<file path="config.mk">
export PLATFORM = sky130hd
export DESIGN_NAME = keypad_scanner
export DESIGN_NICKNAME = d
export VERILOG_FILES = /design/src/rtl/keypad_defs.sv /design/src/rtl/scan_tick_gen.sv /design/src/rtl/keypad_scanner.sv
export SDC_FILE = /design/constraint.sdc
export NUM_CORES = 1
export LEC_CHECK = 0
export CORE_MARGIN = 2
export CORE_UTILIZATION = 50
export CTS_CLUSTER_DIAMETER = 50
export DETAILED_ROUTE_END_ITERATION = 12
export PLACE_DENSITY_LB_ADDON = 0.3
export REMOVE_ABC_BUFFERS = 1
export SYNTH_ARGS = -nofsm -noshare
export SYNTH_HDL_FRONTEND = slang
export SYNTH_SLANG_ARGS = --single-unit
</file>
<file path="constraint.sdc">
create_clock -name clk -period 14.9 [get_ports clk]
set_input_delay 2.235 -clock clk [delete_from_list [all_inputs] [get_ports clk]]
set_output_delay 2.235 -clock clk [all_outputs]
set_load 0.02 [all_outputs]
</file>
<file path="src/rtl/keypad_defs.sv">
// Shared definitions for the keypad scanner: column strobes, frame
// candidate encoding and debounce FSM states.
package keypad_defs;

    localparam logic [3:0] COL0 = 4'b1110;
    localparam logic [3:0] COL1 = 4'b1101;
    localparam logic [3:0] COL2 = 4'b1011;
    localparam logic [3:0] COL3 = 4'b0111;

    typedef enum logic [1:0] {
        CAND_NONE  = 2'd0,
        CAND_KEY   = 2'd1,
        CAND_MULTI = 2'd2
    } cand_kind_t;

    // A frame result; code is forced to zero unless kind is CAND_KEY so that
    // two NONE or two MULTI frames compare equal.
    typedef struct packed {
        cand_kind_t kind;
        logic [3:0] code;
    } cand_t;

    typedef enum logic {
        RELEASED = 1'b0,
        HELD     = 1'b1
    } state_t;

    function automatic logic [3:0] col_strobe(input logic [1:0] idx);
        logic [3:0] s;
        case (idx)
            2'd0:    s = COL0;
            2'd1:    s = COL1;
            2'd2:    s = COL2;
            default: s = COL3;
        endcase
        return s;
    endfunction

endpackage

</file>
<file path="src/rtl/scan_tick_gen.sv">
// Free-running dwell counter: pulses tick for one clk every FCOUNT clks.
module scan_tick_gen #(
    parameter int FCOUNT = 500_000
) (
    input  logic clk,
    input  logic reset,
    output logic tick
);
    localparam int            CW   = (FCOUNT > 1) ? $clog2(FCOUNT) : 1;
    localparam logic [CW-1:0] LAST = CW'(FCOUNT - 1);

    logic [CW-1:0] cnt;

    assign tick = (cnt == LAST);

    // Count up to FCOUNT-1, then wrap to zero on the tick cycle.
    always_ff @(posedge clk or negedge reset) begin
        if (!reset) begin
            cnt <= '0;
        end else if (tick) begin
            cnt <= '0;
        end else begin
            cnt <= cnt + 1'b1;
        end
    end

endmodule

</file>
<file path="src/rtl/keypad_scanner.sv">
// 4x4 matrix keypad scanner: strobes columns, snapshots rows once per
// frame, classifies the snapshot and debounces it into key events.
module keypad_scanner
    import keypad_defs::*;
#(
    parameter int FCOUNT   = 500_000,
    parameter int DEBOUNCE = 3
) (
    input  logic       clk,
    input  logic       reset,
    input  logic [3:0] row,
    output logic [3:0] col,
    output logic [3:0] key,
    output logic       key_valid,
    output logic       key_held
);
    localparam logic [3:0] DEB_LIM = 4'(DEBOUNCE);

    function automatic logic [4:0] popcount16(input logic [15:0] v);
        logic [4:0] n;
        n = '0;
        for (int i = 0; i < 16; i++) n = n + {4'd0, v[i]};
        return n;
    endfunction

    // Lowest set bit wins; only meaningful when exactly one bit is set.
    function automatic logic [3:0] lowest_set(input logic [15:0] v);
        logic [3:0] idx;
        idx = '0;
        for (int i = 15; i >= 0; i--) if (v[i]) idx = 4'(i);
        return idx;
    endfunction

    function automatic logic [3:0] sat_inc(input logic [3:0] v);
        return (v >= DEB_LIM) ? DEB_LIM : v + 4'd1;
    endfunction

    logic        tick;
    logic [3:0]  row_p0, row_p1, row_s;
    logic [1:0]  col_idx;
    logic [15:0] snap, snap_full;
    logic [4:0]  ones;
    logic [3:0]  bit_idx;
    logic        frame_end;
    cand_t       cand, prev_cand;
    logic [3:0]  stable_cnt, stable_nxt;
    state_t      state, state_nxt;
    logic [3:0]  key_nxt;
    logic        valid_nxt;

    scan_tick_gen #(.FCOUNT(FCOUNT)) u_tick (
        .clk   (clk),
        .reset (reset),
        .tick  (tick)
    );

    assign row_s     = ~row_p1;
    assign frame_end = tick && (col_idx == 2'd3);
    assign key_held  = (state == HELD);

    // Two-flop synchronizer for the asynchronous, pulled-up row lines.
    always_ff @(posedge clk or negedge reset) begin
        if (!reset) begin
            row_p0 <= 4'hF;
            row_p1 <= 4'hF;
        end else begin
            row_p0 <= row;
            row_p1 <= row_p0;
        end
    end

    // Snapshot with the current column's rows merged in, as seen on a tick.
    always_comb begin
        snap_full = snap;
        snap_full[{col_idx, 2'b00} +: 4] = row_s;
    end

    // Column scan: store this column's rows and step the strobe on each tick.
    always_ff @(posedge clk or negedge reset) begin
        if (!reset) begin
            snap    <= '0;
            col_idx <= 2'd0;
            col     <= COL0;
        end else if (tick) begin
            snap    <= snap_full;
            col_idx <= col_idx + 2'd1;
            col     <= col_strobe(col_idx + 2'd1);
        end
    end

    // Classify the frame; snapshot bit c*4+r maps to key code r*4+c.
    always_comb begin
        ones    = popcount16(snap_full);
        bit_idx = lowest_set(snap_full);
        cand    = '{kind: CAND_NONE, code: 4'd0};
        if (ones == 5'd1) begin
            cand = '{kind: CAND_KEY, code: {bit_idx[1:0], bit_idx[3:2]}};
        end else if (ones != 5'd0) begin
            cand.kind = CAND_MULTI;
        end
    end

    // Stable-frame counter and previous candidate, updated once per frame.
    always_ff @(posedge clk or negedge reset) begin
        if (!reset) begin
            stable_cnt <= 4'd0;
            prev_cand  <= '{kind: CAND_NONE, code: 4'd0};
        end else if (frame_end) begin
            stable_cnt <= stable_nxt;
            if (cand != prev_cand) prev_cand <= cand;
        end
    end

    // FSM next state and key outputs; acts only on a debounced frame result.
    always_comb begin
        stable_nxt = (cand == prev_cand) ? sat_inc(stable_cnt) : 4'd1;
        state_nxt  = state;
        key_nxt    = key;
        valid_nxt  = 1'b0;
        if (frame_end && (stable_nxt == DEB_LIM)) begin
            case (cand.kind)
                CAND_KEY: begin
                    if ((state == RELEASED) || (cand.code != key)) begin
                        state_nxt = HELD;
                        key_nxt   = cand.code;
                        valid_nxt = 1'b1;
                    end
                end
                CAND_NONE: state_nxt = RELEASED;
                default:   state_nxt = state;
            endcase
        end
    end

    // FSM state and registered key outputs.
    always_ff @(posedge clk or negedge reset) begin
        if (!reset) begin
            state     <= RELEASED;
            key       <= 4'd0;
            key_valid <= 1'b0;
        end else begin
            state     <= state_nxt;
            key       <= key_nxt;
            key_valid <= valid_nxt;
        end
    end

endmodule

</file>
Yosys cells after proc, flatten, opt, wreduce, memory -nomap -nowiden

Cells that the tools add are included.

Word-level logic and storage cells: 86
Output and inout bits: 10
Bits in registers: 65
Input port bits: 6

Muxes and demuxes: 29
Shifts and indexed selects: 2
Bitwise gates (word level): 2
Equal/unequal tests: 11
Reductions and logical operators: 10
Add/subtract/negate cells: 19
Order comparisons: 1

Operators by type and width:

| cell                   | number |
|---|---|
| $mux 4                 | 19 |
| $add 5x1->5            | 11 |
| $add 19x1->19 const B  | 1 |
| $eq 19x19->1 const B   | 1 |
| $mux 19                | 1 |
| $bwmux 16              | 1 |
| $shift 4x6->16 const A | 1 |
| $shiftx 4x6->16        | 1 |
| $pmux 4 s3             | 1 |
| $eq 6x6->1             | 1 |
| $ne 6x6->1             | 1 |
| $neg 4->6              | 1 |
| $reduce_and 3->1       | 2 |
| $add 4x1->5            | 1 |
| $eq 5x1->1 const B     | 1 |
| $reduce_bool 5->1      | 1 |
| $add 3x1->4            | 1 |
| $add 4x1->4 const B    | 1 |
| $eq 2x1->1 const B     | 2 |
| $eq 2x2->1 const B     | 2 |
| $eq 4x2->1 const B     | 1 |
| $ge 4x2->1 const B     | 1 |
| $logic_not 2->1        | 2 |
| $mux 1                 | 4 |
| other kinds (13)       | 15 |

Depth between registers and ports, before layout

Depth after elaboration: 26
Mapped depth: 24
Depth with buffers taken out: 22

Hierarchy

Synthesis repeated with hierarchy kept, for this count alone.

Cell total of the unflattened synthesis: 403
Area, all modules: 4,126.5 µm²

By module, submodules not included:

| module         | sequential area each (µm²) | cells each | instances | area each (µm²) |
|---|---|---|---|---|
| keypad_scanner | 1,164.9                    | 318        | 1         | 3,209.3 |
| scan_tick_gen  | 475.5                      | 85         | 1         | 917.1 |

Worst setup path after synthesis

Ideal clock, no wire load.

Path type: reg2reg
Start point: register col_idx[0]
End point: register state (netlist: key_held)
Cell stages (with the launch flop): 23
Data arrival time: 6.449 ns
Clock period less this slack: 6.576 ns
Slack: 8.324 ns
Data required time: 14.772 ns
Library setup time: 0.128 ns
Buffers on the path: 2
Cells stage by stage: dfrtp_1 > buf_2 > inv_1 > ha_1 > buf_6 > or4b_1 > a21boi_4 > fa_1 > fa_1 > fa_1 > fa_1 > inv_1 > ha_1 > fa_1 > nor3_2 > and3_1 > and3_1 > a21boi_0 > or4_1 > nor3_2 > o311a_2 > nand4b_1 > mux2_1

Cells in the longest elaborated chain, start to end: 26
Elaborated cells on any way between the ends: 54
Classes of those cells: add/sub (16); eq/ne (7); shift (2); mux (22); reduce/logical (7)

Ends and longest elaborated chain:

| element                                                  | RTL line              | source |
|---|---|---|
| start: declaration                                       | keypad_scanner.sv:40  | `logic [1:0] col_idx;` |
| start signal: assignment                                 | keypad_scanner.sv:86  | `col_idx <= col_idx + 2'd1;` |
| $neg 4->6                                                | keypad_scanner.sv:75  | `snap_full[{col_idx, 2'b00} +: 4] = row_s;` |
| $shiftx 4x6->16 / $shift 4x6->16 (equally long branches) | keypad_scanner.sv:75  |  |
| $bwmux 16                                                | keypad_scanner.sv:75  |  |
| $add 1x1->2                                              | keypad_scanner.sv:22  | `for (int i = 0; i < 16; i++) n = n + {4'd0, v[i]};` |
| $add 2x1->3                                              | keypad_scanner.sv:22  |  |
| $add 3x1->4                                              | keypad_scanner.sv:22  |  |
| $add 4x1->5                                              | keypad_scanner.sv:22  |  |
| $add 5x1->5 (11 in series)                               | keypad_scanner.sv:22  |  |
| $reduce_bool 5->1                                        | keypad_scanner.sv:98  | `end else if (ones != 5'd0) begin` |
| $mux 2                                                   | keypad_scanner.sv:98  |  |
| $mux 2                                                   | keypad_scanner.sv:96  | `if (ones == 5'd1) begin` |
| $eq 6x6->1                                               | keypad_scanner.sv:116 | `stable_nxt = (cand == prev_cand) ? sat_inc(stable_cnt) : 4'd1;` |
| $mux 4                                                   | keypad_scanner.sv:116 |  |
| $eq 4x2->1                                               | keypad_scanner.sv:120 | `if (frame_end && (stable_nxt == DEB_LIM)) begin` |
| $logic_and 1x1->1                                        | keypad_scanner.sv:120 |  |
| $reduce_and 3->1 (no line)                               | --                    |  |
| end signal: assignment                                   | keypad_scanner.sv:142 | `state <= state_nxt;` |
| end: declaration                                         | keypad_scanner.sv:47  | `state_t state, state_nxt;` |

Several ways; a longest one is shown, not always the timed one.
A chain may end at the register's enable or synchronous reset.

Worst setup path after layout

Start point: register col_idx[0]
End point: register key[2]

Cells in the longest elaborated chain, start to end: 26
Elaborated cells on any way between the ends: 50
Classes of those cells: add/sub (16); eq/ne (6); shift (2); mux (21); reduce/logical (5)

Ends and longest elaborated chain:

| element                                                  | RTL line              | source |
|---|---|---|
| $neg 4->6                                                | keypad_scanner.sv:75  |  |
| $shiftx 4x6->16 / $shift 4x6->16 (equally long branches) | keypad_scanner.sv:75  |  |
| $bwmux 16                                                | keypad_scanner.sv:75  |  |
| $add 1x1->2                                              | keypad_scanner.sv:22  |  |
| $add 2x1->3                                              | keypad_scanner.sv:22  |  |
| $add 3x1->4                                              | keypad_scanner.sv:22  |  |
| $add 4x1->5                                              | keypad_scanner.sv:22  |  |
| $add 5x1->5 (11 in series)                               | keypad_scanner.sv:22  |  |
| $reduce_bool 5->1                                        | keypad_scanner.sv:98  |  |
| $mux 2                                                   | keypad_scanner.sv:98  |  |
| $mux 2                                                   | keypad_scanner.sv:96  |  |
| $eq 6x6->1                                               | keypad_scanner.sv:116 |  |
| $mux 4                                                   | keypad_scanner.sv:116 |  |
| $eq 4x2->1                                               | keypad_scanner.sv:120 |  |
| $logic_and 1x1->1                                        | keypad_scanner.sv:120 |  |
| $reduce_and 3->1 (no line)                               | --                    |  |
| end signal: assignment                                   | keypad_scanner.sv:143 | `key <= key_nxt;` |
| end: declaration                                         | keypad_scanner.sv:13  | `output logic [3:0] key,` |

Several ways; a longest one is shown, not always the timed one.

==> impl_summary.md <==
Status
The flow ran to the end, and the final reports show no timing, DRC or antenna violations.

Synth
The count of synthesis-stage warnings from yosys is 0. The leading cell type by number of instances after synthesis is sky130_fd_sc_hd__dfrtp_1. By area the synthesized netlist is led by sky130_fd_sc_hd__dfrtp_1, sky130_fd_sc_hd__dfstp_2, sky130_fd_sc_hd__fa_1. The number of synthesized register bits is 65.

The average instance in the mapped netlist occupies ~9.6 sq um. By count the netlist is led by sky130_fd_sc_hd__dfrtp_1, sky130_fd_sc_hd__nand2_1, sky130_fd_sc_hd__inv_1. The predominant post-synthesis flop cell is sky130_fd_sc_hd__dfrtp_1. The share of the Yosys chip area taken by registers is 0.411. The share of synthesized area in the top cell type comes to 0.338. The cell area after technology mapping is 0.00399 sq mm. After synthesis, the share of flip-flops with an asynchronous set or reset is 1.00. The number of flops mapped to enable cells by yosys is 0. Counting distinct cell types in the post-synthesis netlist gives 68.

Summed over all instances, the cell type with the most area after synthesis is sky130_fd_sc_hd__dfrtp_1. The gate count after technology mapping is 417.

Power
The leakage power total is 0.00190 uW. The design internal power is 270 uW. Of the total power, combinational logic draws 0.070. Across the VDD grid, the largest voltage drop is 0.0475 mV. Of the total power, the clock network draws 0.427. The areal power density over the cells is 81.5 mW/mm^2. Of the total power, the share spent switching nets is 0.244. Of the total power, registers draw 0.503. The reported net switching power is 87.4 uW.

Run
The number of maximum-capacitance violations is 0.

Route
The first routing iteration left 213 violations. The wire length per cell is 16.1 um. In the routed layout, each cell is associated on average with a via count of 5.83. The total number of vias is roughly 3100. The pre-antenna-repair detailed-routing pass consisted of 4 iterations. In the routed design, unresolved DRC markers number 0.

For this block, the routed nets add up to 8610 um of wire. The remaining antenna violation count after routing is 0.

Clock network
Counting the buffers created by CTS gives 9. The TritonCTS clock tree is done. The total setup buffers inserted after CTS is 0. The root buffer cell is sky130_fd_sc_hd__clkbuf_8. The number of clock sinks is 65. The clock passes through at most 2 buffers. At the later pin of the worst-skew pair, clock insertion delay measures roughly 0.35 ns.

The number of gates resized after cts is 0. The number of levels in the clock H-tree is 3. The clock transition time at the flip-flop clock pins of the worst setup and hold paths is 0.07 ns.

Hold repair after CTS inserted 0 buffers.

Setup path
The critical path data arrival time is about 7.5 ns. The setup slack of the most critical reg-to-reg path is 7.63 ns. The worst register-to-register path begins at col_idx[0]. The worst register-to-register path ends at key[2]. The endpoint class of the critical path is a flip-flop. Along the worst path, the maximum fanout reaches 19. The worst-case reg-to-reg path depth is 21. The critical path is of the reg -> reg type. The kind of start point of the critical path is a flip-flop. For the worst setup path, the data required time is about 15 ns.

Placement
The total placed instance area is 0.00420 sq mm. Port buffering added 15 buffers. At the end of routability-driven placement, the weighted congestion stood at 0.886. Detailed placement finished with a half-perimeter wire length of 6180 um.

Timing
The period utilization is 0.488. The total count of max-transition violations in the final report was 0. The final number of setup-violating endpoints is 0. On the final layout, the worst clock skew is around 0.013 ns. The relative slew slack is 0.314.

The clock period minus worst slack is 7.27 ns. Setup repair after global routing left no endpoint under its margin. The transition time at the pin with the least slew margin is 1.03 ns. The maximum achievable frequency is 138 MHz.

For the final routed database, the setup TNS stands at 0 ns. The final count of hold timing violations is 0.

Global routing
In the global route stage, overall resource usage came out at 0.213. The sum of overflow across all layers after global routing is 0. The first global-routing pass estimated around 15000 um of wire.

Entering global routing, the biggest net connects 66 pins. The initial antenna violation count was 0. The via count of the first global-routing pass is between 3000 and 4000.

Floorplanning
From bottom edge to top edge, the die measures just over 90 um. The initial utilization of the core area, before any placement, comes to 0.517. The row count is 32.

The die covers approximately 0.0087 sq mm. The area of the core region is 0.00773 sq mm. For this design the top-level I/O count stands at 16. The die width is 93.4 um.

Hold path
The path class of the tightest hold or removal check is reg -> reg. The worst hold path passes through 0 cells. The worst hold endpoint is row_p1[3]. The start point of the worst min-delay path is row_p0[3].

Layout
The area added between synthesis and finish is 9.99%. In the final layout, the share of cells above drive strength 1 is 0.113. For this run, the share of the core covered by cells in the final layout is 0.568. The final non-filler cell area is 0.00439 sq mm.

The number of antenna diodes is 0. The net count of the finished layout is 455.
## stage by stage
stage | hold WS, ns | instances | total power (uW) | worst slack, ns
global placement | 0.347 | 518 | 208 | 7.93
global route | 0.363 | 534 | 373 | 7.31
finish | 0.357 | 534 | 358 | 7.63
floorplan | 0.345 | 399 | 199 | 8.31
CTS | 0.359 | 534 | 362 | 7.66
detailed placement | 0.348 | 518 | 209 | 7.68
## final cells by class
type                    count  area [sq um]
flip-flops and latches     65          1640
clock inverters             4          52.6
inverters                  30           113
multi-input cells         304          2150
fillers                   661          3330
well taps                 102           128
repair buffers             17           160
clock buffers              12           145
## layout by cell type (no fill, tap or decap), types with 9 or more instances in the layout
cell	synthesis	layout
sky130_fd_sc_hd__nor2_1	26	26
sky130_fd_sc_hd__clkbuf_8	0	10
sky130_fd_sc_hd__dfstp_2	11	11
sky130_fd_sc_hd__nand3_1	14	14
sky130_fd_sc_hd__dfrtp_1	54	54
sky130_fd_sc_hd__o21ai_0	26	26
sky130_fd_sc_hd__fa_1	10	10
sky130_fd_sc_hd__xnor2_1	10	10
sky130_fd_sc_hd__nor2b_1	10	10
sky130_fd_sc_hd__ha_1	12	12
sky130_fd_sc_hd__a21oi_1	9	9
sky130_fd_sc_hd__inv_1	30	30
sky130_fd_sc_hd__nand2_1	50	50
sky130_fd_sc_hd__clkdlybuf4s50_1	0	14
## how the worst max path moves through the flow
stage               slack [ns]       end  cells past startpoint  startpoint
finish                    7.63    key[2]                     21  col_idx[0]
global route              7.31    key[2]                     21  col_idx[0]
CTS                       7.66    key[2]                     21  col_idx[0]
detailed placement        7.68    key[2]                     21  col_idx[0]
global placement          7.93  key_held                     20  col_idx[0]
floorplan                 8.31  key_held                     20  col_idx[0]
## worst max-delay path, stage by stage (launching register included)
cell and delay (ns):
sky130_fd_sc_hd__dfrtp_1 0.50, sky130_fd_sc_hd__inv_1 0.20, sky130_fd_sc_hd__ha_1 0.62, sky130_fd_sc_hd__nand4bb_2 0.25, sky130_fd_sc_hd__o22ai_2 0.29, sky130_fd_sc_hd__inv_1 0.13
sky130_fd_sc_hd__fa_1 0.59, sky130_fd_sc_hd__fa_1 0.45, sky130_fd_sc_hd__fa_1 0.50, sky130_fd_sc_hd__fa_1 0.50, sky130_fd_sc_hd__inv_1 0.06, sky130_fd_sc_hd__ha_1 0.20
sky130_fd_sc_hd__fa_1 0.44, sky130_fd_sc_hd__nor3_2 0.31, sky130_fd_sc_hd__and3_1 0.27, sky130_fd_sc_hd__and3_1 0.26, sky130_fd_sc_hd__a21boi_0 0.11, sky130_fd_sc_hd__or4_1 0.55
sky130_fd_sc_hd__nor3_2 0.17, sky130_fd_sc_hd__o311a_2 0.29, sky130_fd_sc_hd__nand4_4 0.14, sky130_fd_sc_hd__mux2_2 0.32
## logic make-up (layout without fill, tap and decap cells)
kind of cell               count (synthesis)  after routing  share of synthesized area
adders and majority gates                 22             22                     0.0877
muxes                                     11             11                     0.0304
xor gates and xnor gates                  17             17                     0.0373
AOI/OAI and AO/OA                         95             95                      0.169
DFF                                       65             65                      0.411
and+or+nand+nor                          159            159                      0.215
buffers and inverters                     48             63                     0.0498
## power groups by stage
stage | clock network (uW) | registers (uW) | logic, uW
floorplan | 0 | 183 | 16.0
global placement | 0 | 183 | 24.5
detailed placement | 0 | 183 | 25.2
CTS | 157 | 180 | 25.3
global route | 164 | 180 | 28.2
finish | 153 | 180 | 25.0
## per-layer routing
layer	GRT usage	up-vias	wire [um]
li1	-	1512	-
met1	0.301	1509	4140
met2	0.315	72	3880
met3	0.0427	20	374
met4	0.103	0	214
met5	0	-	0
## flip-flops by register name, indices dropped and copies added (netlist names)
name	cells
prev_cand	6
col	4
key_held	1
u_tick.cnt	19
row_p1	4
row_p0	4
stable_cnt	4
key	4
col_idx	2
snap	16
key_valid	1
Note: power is estimated with default switching activity, not from simulation.
